==> src/rtl/axi4l_pkg.sv <==
// Shared AXI4-Lite channel types and response codes.
package axi4l_pkg;

  typedef logic [31:0] addr_t;
  typedef logic [31:0] data_t;
  typedef logic [3:0]  strb_t;
  typedef logic [2:0]  prot_t;
  typedef logic [1:0]  resp_t;

  localparam resp_t RESP_OKAY   = 2'b00;
  localparam resp_t RESP_EXOKAY = 2'b01;
  localparam resp_t RESP_SLVERR = 2'b10;
  localparam resp_t RESP_DECERR = 2'b11;

endpackage

==> src/rtl/axi4l_if.sv <==
// AXI4-Lite channel bundle with master and slave views.
interface axi4l_if (
  input logic aclk,
  input logic aresetn
);
  import axi4l_pkg::*;

  addr_t awaddr;
  prot_t awprot;
  logic  awvalid;
  logic  awready;
  data_t wdata;
  strb_t wstrb;
  logic  wvalid;
  logic  wready;
  resp_t bresp;
  logic  bvalid;
  logic  bready;
  addr_t araddr;
  prot_t arprot;
  logic  arvalid;
  logic  arready;
  data_t rdata;
  resp_t rresp;
  logic  rvalid;
  logic  rready;

  modport master (
    input  aclk, aresetn,
    output awaddr, awprot, awvalid, input awready,
    output wdata, wstrb, wvalid, input wready,
    input  bresp, bvalid, output bready,
    output araddr, arprot, arvalid, input arready,
    input  rdata, rresp, rvalid, output rready
  );

  modport slave (
    input  aclk, aresetn,
    input  awaddr, awprot, awvalid, output awready,
    input  wdata, wstrb, wvalid, output wready,
    output bresp, bvalid, input bready,
    input  araddr, arprot, arvalid, output arready,
    output rdata, rresp, rvalid, input rready
  );

endinterface

==> src/rtl/ibex_axi4l_bridge.sv <==
// Ibex req/gnt/rvalid port to AXI4-Lite master, one transaction in flight.
// Read >= 2 cycles gnt->rvalid, write >= 3; gnt held low until the bus side is idle again.
module ibex_axi4l_bridge
  import axi4l_pkg::*;
#(
  parameter int unsigned INSTR_PORT = 0
) (
  input  logic        aclk,
  input  logic        areset,
  input  logic        req,
  output logic        gnt,
  input  logic        we,
  input  logic [3:0]  be,
  input  logic [31:0] addr,
  input  logic [31:0] wdata,
  output logic        rvalid,
  output logic [31:0] rdata,
  output logic        err,
  axi4l_if.master     m
);

  typedef enum logic [2:0] {IDLE, RD_ADDR, RD_DATA, WR_REQ, WR_RESP} state_e;

  localparam prot_t Prot = {INSTR_PORT[0], 2'b00};

  state_e state_q;
  addr_t  addr_q;
  data_t  wdata_q;
  strb_t  strb_q;
  logic   arvalid_q, rready_q, awvalid_q, wvalid_q, bready_q;
  logic   aw_done_q, w_done_q, aw_done_d, w_done_d;
  logic   rvalid_q, err_q;
  data_t  rdata_q;

  assign gnt = req & (state_q == IDLE) & ~areset;

  always_comb begin
    aw_done_d = aw_done_q | (awvalid_q & m.awready);
    w_done_d  = w_done_q  | (wvalid_q  & m.wready);
  end

  always_ff @(posedge aclk) begin
    if (areset) begin
      state_q   <= IDLE;
      addr_q    <= '0;
      wdata_q   <= '0;
      strb_q    <= '0;
      arvalid_q <= 1'b0;
      rready_q  <= 1'b0;
      awvalid_q <= 1'b0;
      wvalid_q  <= 1'b0;
      bready_q  <= 1'b0;
      aw_done_q <= 1'b0;
      w_done_q  <= 1'b0;
      rvalid_q  <= 1'b0;
      err_q     <= 1'b0;
      rdata_q   <= '0;
    end else begin
      rvalid_q <= 1'b0;
      unique case (state_q)
        IDLE: begin
          if (gnt) begin
            addr_q  <= {addr[31:2], 2'b00};
            wdata_q <= wdata;
            strb_q  <= be;
            if (we) begin
              state_q   <= WR_REQ;
              awvalid_q <= 1'b1;
              wvalid_q  <= 1'b1;
              aw_done_q <= 1'b0;
              w_done_q  <= 1'b0;
            end else begin
              state_q   <= RD_ADDR;
              arvalid_q <= 1'b1;
              rready_q  <= 1'b1;
            end
          end
        end
        RD_ADDR: begin
          if (m.arready) begin
            arvalid_q <= 1'b0;
            // rready is already high here, so R may land with AR
            if (m.rvalid) begin
              state_q  <= IDLE;
              rready_q <= 1'b0;
              rdata_q  <= m.rdata;
              err_q    <= m.rresp[1];
              rvalid_q <= 1'b1;
            end else begin
              state_q <= RD_DATA;
            end
          end
        end
        RD_DATA: begin
          if (m.rvalid) begin
            state_q  <= IDLE;
            rready_q <= 1'b0;
            rdata_q  <= m.rdata;
            err_q    <= m.rresp[1];
            rvalid_q <= 1'b1;
          end
        end
        WR_REQ: begin
          aw_done_q <= aw_done_d;
          w_done_q  <= w_done_d;
          awvalid_q <= ~aw_done_d;
          wvalid_q  <= ~w_done_d;
          if (aw_done_d && w_done_d) begin
            state_q  <= WR_RESP;
            bready_q <= 1'b1;
          end
        end
        WR_RESP: begin
          if (m.bvalid) begin
            state_q  <= IDLE;
            bready_q <= 1'b0;
            rdata_q  <= '0;
            err_q    <= m.bresp[1];
            rvalid_q <= 1'b1;
          end
        end
        default: state_q <= IDLE;
      endcase
    end
  end

  assign rvalid    = rvalid_q;
  assign rdata     = rdata_q;
  assign err       = err_q;

  assign m.araddr  = addr_q;
  assign m.arprot  = Prot;
  assign m.arvalid = arvalid_q;
  assign m.rready  = rready_q;
  assign m.awaddr  = addr_q;
  assign m.awprot  = Prot;
  assign m.awvalid = awvalid_q;
  assign m.wdata   = wdata_q;
  assign m.wstrb   = strb_q;
  assign m.wvalid  = wvalid_q;
  assign m.bready  = bready_q;

  // Low response bit only separates OKAY/EXOKAY and SLVERR/DECERR.
  logic unused_bits;
  assign unused_bits = ^{addr[1:0], m.rresp[0], m.bresp[0], m.aclk, m.aresetn};

endmodule

==> src/flat_wrapper.sv <==
// flat-port wrapper written by rule: the top's interface ports become plain ports
module ibex_axi4l_bridge_flat import axi4l_pkg::*;
#(
  parameter int unsigned INSTR_PORT = 0
)
  (aclk, areset, req, gnt, we, be, addr, wdata, rvalid, rdata, err, aresetn, m_awaddr, m_awprot, m_awvalid, m_awready, m_wdata, m_wstrb, m_wvalid, m_wready, m_bresp, m_bvalid, m_bready, m_araddr, m_arprot, m_arvalid, m_arready, m_rdata, m_rresp, m_rvalid, m_rready);
  axi4l_if m_i (.aclk(aclk), .aresetn(aresetn));
  input  logic aclk;
  input  logic areset;
  input  logic req;
  output logic gnt;
  input  logic we;
  input  logic [3:0] be;
  input  logic [31:0] addr;
  input  logic [31:0] wdata;
  output logic rvalid;
  output logic [31:0] rdata;
  output logic err;
  input wire logic aresetn;
  output wire logic [$bits(m_i.awaddr)-1:0] m_awaddr;
  output wire logic [$bits(m_i.awprot)-1:0] m_awprot;
  output wire logic [$bits(m_i.awvalid)-1:0] m_awvalid;
  input wire logic [$bits(m_i.awready)-1:0] m_awready;
  output wire logic [$bits(m_i.wdata)-1:0] m_wdata;
  output wire logic [$bits(m_i.wstrb)-1:0] m_wstrb;
  output wire logic [$bits(m_i.wvalid)-1:0] m_wvalid;
  input wire logic [$bits(m_i.wready)-1:0] m_wready;
  input wire logic [$bits(m_i.bresp)-1:0] m_bresp;
  input wire logic [$bits(m_i.bvalid)-1:0] m_bvalid;
  output wire logic [$bits(m_i.bready)-1:0] m_bready;
  output wire logic [$bits(m_i.araddr)-1:0] m_araddr;
  output wire logic [$bits(m_i.arprot)-1:0] m_arprot;
  output wire logic [$bits(m_i.arvalid)-1:0] m_arvalid;
  input wire logic [$bits(m_i.arready)-1:0] m_arready;
  input wire logic [$bits(m_i.rdata)-1:0] m_rdata;
  input wire logic [$bits(m_i.rresp)-1:0] m_rresp;
  input wire logic [$bits(m_i.rvalid)-1:0] m_rvalid;
  output wire logic [$bits(m_i.rready)-1:0] m_rready;
  assign m_awaddr = m_i.awaddr;
  assign m_awprot = m_i.awprot;
  assign m_awvalid = m_i.awvalid;
  assign m_i.awready = m_awready;
  assign m_wdata = m_i.wdata;
  assign m_wstrb = m_i.wstrb;
  assign m_wvalid = m_i.wvalid;
  assign m_i.wready = m_wready;
  assign m_i.bresp = m_bresp;
  assign m_i.bvalid = m_bvalid;
  assign m_bready = m_i.bready;
  assign m_araddr = m_i.araddr;
  assign m_arprot = m_i.arprot;
  assign m_arvalid = m_i.arvalid;
  assign m_i.arready = m_arready;
  assign m_i.rdata = m_rdata;
  assign m_i.rresp = m_rresp;
  assign m_i.rvalid = m_rvalid;
  assign m_rready = m_i.rready;
  ibex_axi4l_bridge #(.INSTR_PORT(INSTR_PORT)) u_core (.aclk(aclk), .areset(areset), .req(req), .gnt(gnt), .we(we), .be(be), .addr(addr), .wdata(wdata), .rvalid(rvalid), .rdata(rdata), .err(err), .m(m_i));
endmodule
==> config.mk <==
export PLATFORM = sky130hd
export DESIGN_NAME = ibex_axi4l_bridge_flat
export DESIGN_NICKNAME = d
export VERILOG_FILES = /design/src/rtl/axi4l_pkg.sv /design/src/rtl/axi4l_if.sv /design/src/rtl/ibex_axi4l_bridge.sv /design/src/flat_wrapper.sv
export SDC_FILE = /design/constraint.sdc
export NUM_CORES = 1
export LEC_CHECK = 0
export ABC_AREA = 1
export BUFFER_PORTS_ARGS = -buffer_cell sky130_fd_sc_hd__buf_2
export CORE_MARGIN = 4
export CORE_UTILIZATION = 48
export CTS_CLUSTER_SIZE = 14
export DETAILED_ROUTE_END_ITERATION = 10
export PLACE_DENSITY = 0.92
export SETUP_SLACK_MARGIN = 0.1
export SLEW_MARGIN = 20
export SYNTH_ARGS = -nofsm -noshare
export SYNTH_HDL_FRONTEND = slang
export SYNTH_SLANG_ARGS = --single-unit
export TNS_END_PERCENT = 100
==> constraint.sdc <==
create_clock -name aclk -period 4.42 [get_ports aclk]
set_input_delay 0.884 -clock aclk [delete_from_list [all_inputs] [get_ports aclk]]
set_output_delay 0.884 -clock aclk [all_outputs]
set_load 0.02 [all_outputs]
==> results of run 1 <==
-- synthesized netlist by cell type --
cell | number | area (µm²)
sky130_fd_sc_hd__nor2_2 | 2 | 12.5
sky130_fd_sc_hd__nand2_1 | 211 | 792
sky130_fd_sc_hd__clkbuf_1 | 13 | 48.8
sky130_fd_sc_hd__o21ai_0 | 65 | 325
sky130_fd_sc_hd__o21ai_1 | 37 | 185
sky130_fd_sc_hd__nand4_1 | 3 | 18.8
sky130_fd_sc_hd__nand3_1 | 10 | 50.1
sky130_fd_sc_hd__clkinv_1 | 1 | 3.75
sky130_fd_sc_hd__buf_6 | 11 | 124
sky130_fd_sc_hd__nand3_2 | 1 | 10.0
sky130_fd_sc_hd__inv_2 | 4 | 15.0
sky130_fd_sc_hd__dfxtp_1 | 110 | 2200
sky130_fd_sc_hd__buf_2 | 10 | 50.1
sky130_fd_sc_hd__a21oi_1 | 9 | 45.0
sky130_fd_sc_hd__nor2_4 | 1 | 11.3
sky130_fd_sc_hd__conb_1 | 1 | 3.75
sky130_fd_sc_hd__buf_4 | 42 | 315
sky130_fd_sc_hd__nand2_2 | 12 | 75.1
sky130_fd_sc_hd__nor2_1 | 46 | 173
sky130_fd_sc_hd__nand3b_1 | 2 | 15.0
sky130_fd_sc_hd__inv_1 | 47 | 176
-- kinds of logic after synthesis --
kind of cell | count (synthesis)
buf+inv | 128
flops | 110
other cells | 1
compound gates | 111
simple gates | 288
-- worst max-delay path by stage --
stage                 from                   to  slack [ps]  depth (start not counted)
global placement    areset  u_core.m.araddr[16]        1740                          7
floorplan           areset                  gnt        1820                          6
CTS                 areset                  gnt        1990                          5
global route        areset   u_core.m.wdata[17]        1870                          7
detailed placement  areset  u_core.m.araddr[31]        1690                          8
finish              areset                  gnt        2000                          5
-- critical path, cell delays in order --
cell and delay (ps):
sky130_fd_sc_hd__buf_2 150, sky130_fd_sc_hd__inv_2 60, sky130_fd_sc_hd__nand2_1 100, sky130_fd_sc_hd__nor2_4 130, sky130_fd_sc_hd__buf_2 200
-- layer usage --
metal	vias to the layer above	global-route usage	wire (µm)
met1	1884	0.230	4600
met5	-	0	0
met3	24	0.0668	1180
li1	2301	-	-
met4	0	0.0767	294
met2	196	0.349	5740
-- area by class of cell --
class | count | area (µm²)
Timing Repair Buffer | 248 | 1250
Clock buffer | 11 | 131
Inverter | 52 | 195
Clock inverter | 5 | 52.6
Fill cell | 869 | 3580
Multi-Input combinational cell | 409 | 1750
Tap cell | 129 | 161
Sequential cell | 110 | 2200
-- metrics by stage --
step	total power [mW]	cell area [µm²]	hold WS [ps]	util
6_report	3.09	5740	454	0.616
5_1_grt	3.30	5740	485	0.616
4_1_cts	3.12	5740	462	0.616
3_5_place_dp	2.54	5560	447	0.596
3_3_place_gp	2.51	5560	434	0.596
2_1_floorplan	2.25	4690	459	-
-- cells in the final DEF, fill, tap and decap left out, types with 2 or more instances in the layout --
cell	netlist	final
sky130_fd_sc_hd__a21oi_1	9	9
sky130_fd_sc_hd__buf_2	10	244
sky130_fd_sc_hd__buf_4	42	4
sky130_fd_sc_hd__clkbuf_1	13	2
sky130_fd_sc_hd__clkbuf_8	0	9
sky130_fd_sc_hd__conb_1	1	10
sky130_fd_sc_hd__dfxtp_1	110	110
sky130_fd_sc_hd__inv_1	47	47
sky130_fd_sc_hd__inv_2	4	5
sky130_fd_sc_hd__inv_6	0	2
sky130_fd_sc_hd__nand2_1	211	211
sky130_fd_sc_hd__nand2_2	12	12
sky130_fd_sc_hd__nand3_1	10	10
sky130_fd_sc_hd__nand3b_1	2	2
sky130_fd_sc_hd__nand4_1	3	3
sky130_fd_sc_hd__nor2_1	46	46
sky130_fd_sc_hd__nor2_2	2	2
sky130_fd_sc_hd__o21ai_0	65	65
sky130_fd_sc_hd__o21ai_1	37	37
-- state kept, by name, indices dropped and copies added (netlist names), 3 cells and up --
register         count
u_core.state_q       3
u_core.m.araddr     30
u_core.m.wstrb       4
u_core.m.wdata      32
u_core.rdata        32
-- power by group --
part / switching, mW / internal [mW] / leakage (nW)
logic: 0.800 / 0.374 / 2.28
clock network: 0.350 / 0.219 / 0.0892
registers: 0.125 / 1.22 / 0.902
total: 1.28 / 1.81 / 3.27
==> key figures, run 1 <==
Placement
  – PortBufs: 244
  – Instance count after placement with tap cells included: 948
  – Global placement routability congestion: 0.847
  – Post-Place Setup Slack: 1690 ps
  – Post-DP HPWL: 8.85 mm

Clock tree
  – Post-CTS setup-driven buffer insertion count: 0
  – Num Clock Sinks: 110
  – Clock Path Buffers: 2
  – CTS tree: yes
  – Cts repair resizes: 0
  – Total clock buffers created by CTS: 9
  – Hold-fix buffers at CTS: 0
  – Worst skew pair latency: 360 ps
  – Clock root cell: sky130_fd_sc_hd__clkbuf_8
  – H-tree lvl count: 3
  – Worst-path clk slew: 90 ps

Setup path
  – Worst setup EP type: output port
  – Launching element type of the critical path: input pin
  – Capture instance of the worst register-to-register path: u_core.m.araddr[31]
  – Startpoint of the lowest-slack register-to-register path: u_core.state_q[1]
  – Critical Setup Path Class: in -> out
  – Biggest fanout along the worst timing path: 8
  – Endpoint arrival time on the critical path: 1540 ps
  – Required time at the worst-slack endpoint: 3540 ps
  – Reg-to-reg setup timing slack: 2160 ps
  – Count of cells along the worst register-to-register path: 8

Timing
  – Actual transition at the worst max-transition pin: 981 ps
  – Number of pins exceeding their max-slew limit in the final report: 0
  – Worst Skew: 21.2 ps
  – Max Clock Freq: 413 MHz
  – Number of failing setup endpoints in the final timing report: 0
  – Min Tclk post-route: 2420 ps
  – Total count of hold-check failures in the final report: 0
  – Final period utilization: 0.547
  – Final WS setup: 2000 ps
  – RSZ-0062 raised after global routing: false
  – Setup TNS: 0 ps
  – Relative max-transition margin: 0.346

Route
  – DRT iter0 DRCs: 239
  – Post-route antenna net violation count: 0
  – Count of unresolved DRC violations after routing: 0
  – Average wire per cell in the routed design: 12.3 µm
  – Average vias per placed instance: 4.57
  – Via count of the routed design: 4405
  – Wire length after detailed routing: 11.8 mm
  – Initial DRT Pass Iterations: 4

Min path
  – Startpoint of the most critical hold path: u_core.m.arvalid
  – Hold Path Stages: 2
  – Hold Path Class: reg -> reg
  – Terminating pin of the worst hold path: u_core.m.arvalid

Final layout
  – Count of placed standard cells in the final layout, fillers left out: 964
  – Diode count: 0
  – Final nets: 944
  – Signed area change from the synthesized netlist to the final layout: 23.5%
  – Layout cell share with drive strength beyond 1: 0.339

Synth
  – Portion of netlist area occupied by mux cells: 0
  – Synth warn: 0
  – Number of synthesized register bits: 110
  – Post-synthesis xor/xnor area fraction: 0
  – Share of synthesized cell area in full adder, half adder and majority cells: 0
  – Dominant combinational cell family by area after synthesis: simple AND/OR/NAND/NOR gates
  – Synthesized instance count: 638
  – Part of the Yosys area used for sequential elements: 0.473
  – Count of cell types in the netlist: 21
  – Simple-gate share of the synthesized area: 0.249
  – Synthesized-area fraction occupied by ao, oa, aoi and oai cells: 0.119
  – Average instance area after synthesis: 7.29 µm²
  – Cell Area, Synth: 0.00465 mm²

Floorplanning
  – Placeable Area: 0.00933 mm²
  – Io pins: 260
  – Horiz. Die Dim: 106 µm
  – Standard-cell rows: 35
  – Initial Utilization: 0.499
  – Die H: 106 µm
  – Die Outline Area: 0.0113 mm²

Status
  – Run status: finished clean

GRT
  – First-pass GRT wire length: 18.7 mm
  – Antenna violations before repair: 0
  – Vias in the first global route: 4081
  – Total gr overflow: 0
  – Overall fraction of global-route tracks in use: 0.201
  – Pin count of the biggest net entering global routing: 105

Power and ir drop
  – Worst vdd rail ir drop: 0.241 mV
  – Leak Pwr: 3.27 nW
  – Power Density: 537 mW/mm²

Run
  – Maxcap violations: 0
Power figures use the tool's default switching activity.
==> run 2: changes to the inputs <==
CORE_UTILIZATION = 40   (was 48)
PLACE_DENSITY = 0.82   (was 0.92)
clock period = 2.2 ns   (was 4.42 ns; I/O delays follow)
==> key figures, run 2 (same netlist as run 1, synthesis figures left out) <==
Status
  – Run status: finished clean

Route
  – Initial DRT Pass Iterations: 4
  – Wire length after detailed routing: 11.6 mm
  – Post-route antenna net violation count: 0
  – Count of unresolved DRC violations after routing: 0
  – Average vias per placed instance: 4.44
  – Average wire per cell in the routed design: 11.9 µm
  – DRT iter0 DRCs: 268
  – Via count of the routed design: 4348

Floorplanning
  – Die Outline Area: 0.0134 mm²
  – Die H: 116 µm
  – Horiz. Die Dim: 116 µm
  – Standard-cell rows: 39
  – Initial Utilization: 0.407
  – Placeable Area: 0.0114 mm²
  – Io pins: 260

Power and ir drop
  – Design Power: 6.68 mW
  – Power Density: 1130 mW/mm²
  – Leak Pwr: 3.34 nW
  – Worst vdd rail ir drop: 0.690 mV

Placement
  – Placed Area: 0.00562 mm²
  – Global placement routability congestion: 0.763
  – Post-Place Setup Slack: 528 ps
  – PortBufs: 244
  – Post-DP HPWL: 8.56 mm

Clock tree
  – Post-CTS setup-driven buffer insertion count: 0
  – Hold-fix buffers at CTS: 0
  – Worst-path clk slew: 80 ps
  – Cts repair resizes: 0
  – Clock Path Buffers: 2
  – H-tree lvl count: 3
  – Worst skew pair latency: 350 ps
  – Num Clock Sinks: 110
  – CTS tree: yes
  – Clock root cell: sky130_fd_sc_hd__clkbuf_16
  – Total clock buffers created by CTS: 9

GRT
  – Pin count of the biggest net entering global routing: 105
  – Overall fraction of global-route tracks in use: 0.161
  – Vias in the first global route: 3782
  – Total gr overflow: 0
  – Antenna violations before repair: 0
  – First-pass GRT wire length: 17.4 mm

Setup path
  – Timing startpoint of the critical path: u_core.state_q[1]
  – Biggest fanout along the worst timing path: 6
  – Max stage delay cell, worst path: sky130_fd_sc_hd__dfxtp_1
  – Endpoint arrival time on the critical path: 1500 ps
  – Library cell appearing most often on the critical path: sky130_fd_sc_hd__inv_2
  – Worst setup EP type: output port
  – Critical Setup Path Class: reg -> out
  – Startpoint of the lowest-slack register-to-register path: u_core.state_q[1]
  – Required time at the worst-slack endpoint: 1760 ps
  – Delay of the slowest critical-path stage: 370 ps
  – Worst path cell trace: inv_2, nand2_2, nor2_2, inv_2, nor2_4, buf_2
  – Launching element type of the critical path: flop

Final layout
  – Layout cell share with drive strength beyond 1: 0.342
  – Diode count: 0
  – Footprint of the multi-input gates: 0.00175 mm²
  – Highest-count cells in the layout ignoring fill and taps: sky130_fd_sc_hd__buf_2, sky130_fd_sc_hd__nand2_1, sky130_fd_sc_hd__dfxtp_1
  – Design area: 0.00592 mm²
  – Commonest non-fill, non-tap cell in the layout: sky130_fd_sc_hd__buf_2
  – Reg area: 0.00220 mm²
  – Signed area change from the synthesized netlist to the final layout: 27.4%
  – Fill count: 1123
  – Final nets: 945
  – Final core area utilization: 0.519

Min path
  – Startpoint of the most critical hold path: addr[10]
  – Hold Path Class: in -> reg

Timing
  – Worst Skew: 8.49 ps
  – RSZ-0062 raised after global routing: false
  – Number of failing setup endpoints in the final timing report: 0
  – Max Clock Freq: 517 MHz
  – Final period utilization: 0.880
  – Number of pins exceeding their max-slew limit in the final report: 0
  – Total count of hold-check failures in the final report: 0
  – Min Tclk post-route: 1940 ps
  – Final WS setup: 264 ps
  – Setup TNS: 0 ps

Run
  – Maxcap violations: 0
run 2: changes by cell type in the layout (fill, tap and decap cells not counted):
cell / delta
sky130_fd_sc_hd__clkbuf_16: +9
sky130_fd_sc_hd__buf_4: -2
sky130_fd_sc_hd__clkbuf_8: -9
sky130_fd_sc_hd__clkinv_4: +2
sky130_fd_sc_hd__inv_6: -1
sky130_fd_sc_hd__inv_8: +2
sky130_fd_sc_hd__clkinvlp_4: -1
sky130_fd_sc_hd__clkbuf_1: -2
sky130_fd_sc_hd__buf_12: +3
run 2: layout make-up:
cell class	count	share of cell area
multi-input combinational	409	0.295
clock buffer	9	0.0380
tap	143	0.0302
inverter	52	0.0329
sequential	110	0.372
clock inverter	7	0.0129
timing repair buffer	249	0.219
run 2: final timing paths:
kind / slack (ps) / cells past startpoint / endpoint
worst min register to register: 450 / 2 / u_core.m.arvalid
worst min-delay path: 280 / 3 / u_core.m.araddr[10]
worst max-delay path: 260 / 6 / gnt
worst max register to register: 540 / 8 / u_core.rdata[26]
run 2: metal layers:
layer	routed length, µm	track usage	vias to the layer above
li1	-	-	2309
met1	4770	0.186	1856
met2	5510	0.277	171
met3	1210	0.0559	12
met4	152	0.0541	0
met5	0	0	-
run 2: critical path, delay by kind of cell, from the launching register on:
family	cells	cell delay [ps]
simple gates	3	390
flops	1	370
buf+inv	3	380
run 2: metrics by stage:
step                std cells  hold WS [ps]
CTS                       979           269
finish                    979           284
global placement          963           436
detailed placement        963           440
global route              979           274
floorplan                 647           459
run 2: power breakdown:
group | leakage, nW | total (mW) | internal, mW | switching [mW]
Sequential | 0.902 | 2.70 | 2.45 | 0.250
Clock | 0.149 | 1.61 | 0.811 | 0.797
Combinational | 2.29 | 2.37 | 0.774 | 1.60
Total | 3.34 | 6.68 | 4.03 | 2.64
==> run 3: changes to the inputs <==
CORE_MARGIN = not set   (was 4)
==> key figures, run 3 (same netlist as run 1, synthesis figures left out) <==
Floorplanning
  – Placeable Area: 0.0114 mm²
  – Die H: 110 µm
  – Io pins: 260
  – Horiz. Die Dim: 110 µm
  – Initial Utilization: 0.409
  – Standard-cell rows: 39
  – Die Outline Area: 0.0121 mm²

Setup path
  – Library cell appearing most often on the critical path: sky130_fd_sc_hd__inv_2
  – Reg-to-reg setup timing slack: 480 ps
  – Startpoint of the lowest-slack register-to-register path: u_core.state_q[1]
  – Endpoint arrival time on the critical path: 1490 ps
  – Worst path cell trace: inv_2, nand2_2, nor2_2, inv_2, nor2_4, buf_2
  – Timing startpoint of the critical path: u_core.state_q[1]
  – Launching element type of the critical path: flop
  – Biggest fanout along the worst timing path: 6
  – Worst setup EP type: output port
  – Delay of the slowest critical-path stage: 370 ps
  – Count of cells along the worst register-to-register path: 8
  – Required time at the worst-slack endpoint: 1760 ps
  – Max stage delay cell, worst path: sky130_fd_sc_hd__dfxtp_1
  – Number of buffer and inverter instances along the worst setup path: 3
  – Capture instance of the worst register-to-register path: u_core.rdata[4]
  – Top delay family on crit path: buffers and inverters
  – Critical Setup Path Class: reg -> out

Route
  – Average vias per placed instance: 4.48
  – Count of unresolved DRC violations after routing: 0
  – Via count of the routed design: 4393
  – Post-route antenna net violation count: 0
  – DRT iter0 DRCs: 268
  – Wire length after detailed routing: 10.8 mm
  – Average wire per cell in the routed design: 11.1 µm
  – Initial DRT Pass Iterations: 4

Clock tree
  – Total clock buffers created by CTS: 9
  – Num Clock Sinks: 110
  – Cts repair resizes: 0
  – Post-CTS setup-driven buffer insertion count: 0
  – H-tree lvl count: 3
  – Worst-path clk slew: 80 ps
  – Worst skew pair latency: 340 ps
  – Clock Path Buffers: 2
  – Clock root cell: sky130_fd_sc_hd__clkbuf_16
  – CTS tree: yes
  – Hold-fix buffers at CTS: 0

Run
  – Maxcap violations: 0

GRT
  – First-pass GRT wire length: 16.1 mm
  – GR peak layer: met2
  – Fraction of met3 tracks used by global routing: 0.0522
  – Overall fraction of global-route tracks in use: 0.170
  – Met2 layer usage reported by global route: 0.298
  – Met1 Resource Use GR: 0.188
  – Antenna violations before repair: 0
  – Pin count of the biggest net entering global routing: 105
  – Vias in the first global route: 3639
  – Total gr overflow: 0

Final layout
  – Layout cell share with drive strength beyond 1: 0.342
  – Diode count: 0
  – Highest-count cells in the layout ignoring fill and taps: sky130_fd_sc_hd__buf_2, sky130_fd_sc_hd__nand2_1, sky130_fd_sc_hd__dfxtp_1
  – Signed area change from the synthesized netlist to the final layout: 28.5%
  – Final nets: 946
  – Final core area utilization: 0.526
  – Fill count: 1123
  – Commonest non-fill, non-tap cell in the layout: sky130_fd_sc_hd__buf_2

Power and ir drop
  – Power Density: 1150 mW/mm²
  – Sequential Power Share: 0.394
  – Power dissipated by switching net loads: 2.59 mW
  – Comb power frac: 0.347
  – Clk network pwr share: 0.258
  – Design Power: 6.85 mW
  – Leak Pwr: 3.37 nW
  – Worst vdd rail ir drop: 0.540 mV
  – Internal power: 4.27 mW
  – Fraction of power spent switching nets: 0.378

Timing
  – Number of failing setup endpoints in the final timing report: 0
  – Total count of hold-check failures in the final report: 0
  – Max Clock Freq: 517 MHz
  – Number of pins exceeding their max-slew limit in the final report: 0
  – Final period utilization: 0.878
  – Min Tclk post-route: 1930 ps
  – Setup TNS: 0 ps
  – Worst Skew: 8.19 ps
  – RSZ-0062 raised after global routing: false

Min path
  – Hold Path Stages: 3
  – Terminating pin of the worst hold path: u_core.m.wdata[14]
  – Hold Path Class: in -> reg
  – Startpoint of the most critical hold path: wdata[14]

Placement
  – Post-DP HPWL: 7.83 mm
  – Global placement routability congestion: 0.777
  – PortBufs: 244

Status
  – Run status: finished clean
run 3: cell types whose count changed in the layout (fill, tap and decap cells not counted):
cell                        previous run  this run
sky130_fd_sc_hd__buf_12                3         4
sky130_fd_sc_hd__bufinv_16             0         2
sky130_fd_sc_hd__clkbuf_1              0         1
sky130_fd_sc_hd__clkinv_4              2         1
sky130_fd_sc_hd__inv_8                 3         1
run 3: power by group through the flow:
stage               clock, mW  sequential [mW]  combinational (mW)
CTS                      1.83             2.70                2.40
finish                   1.77             2.70                2.38
floorplan                   0             3.28                1.25
detailed placement          0             2.74                2.40
global route             1.91             2.77                2.65
global placement            0             2.72                2.37
run 3: stage by stage:
stage | hold slack, ps | std cells | setup WS [ps] | instance area (µm²)
finish | 292 | 980 | 267 | 5980
global route | 283 | 980 | 185 | 5980
CTS | 278 | 980 | 240 | 5980
detailed placement | 446 | 964 | 508 | 5640
global placement | 434 | 964 | 548 | 5640
floorplan | 459 | 647 | 489 | 4690
run 3: worst max-delay path by stage:
| stage | end | slack [ps] | cells after the start |
|---|---|---|---|
| 2_1_floorplan | gnt | 490 | 6 |
| 3_3_place_gp | u_core.m.wdata[25] | 550 | 6 |
| 3_5_place_dp | u_core.m.wdata[21] | 510 | 6 |
| 4_1_cts | gnt | 240 | 6 |
| 5_1_grt | gnt | 180 | 6 |
| 6_report | gnt | 270 | 6 |
run 3: cell type report:
class                      count  area [µm²]  share of cell area
inverter                      52         195              0.0327
sequential                   110        2200               0.368
clock inverter                 6         105              0.0176
multi-input combinational    409        1750               0.293
tap                          143         179              0.0299
timing repair buffer         250        1320               0.220
clock buffer                  10         229              0.0383
run 3: layer usage:
layer	vias up	routed length, µm
met3	15	935
met1	1891	4560
met2	173	5160
met5	-	0
li1	2314	-
met4	0	175
run 3: worst register-to-register path: stages, from the launching register on:
cell and delay (ps):
sky130_fd_sc_hd__dfxtp_1 430, sky130_fd_sc_hd__inv_2 90, sky130_fd_sc_hd__nand2_2 100, sky130_fd_sc_hd__nor2_2 70, sky130_fd_sc_hd__nand2_2 70, sky130_fd_sc_hd__nand3_2 310, sky130_fd_sc_hd__buf_12 300, sky130_fd_sc_hd__o21ai_0 190
sky130_fd_sc_hd__nor2_1 60
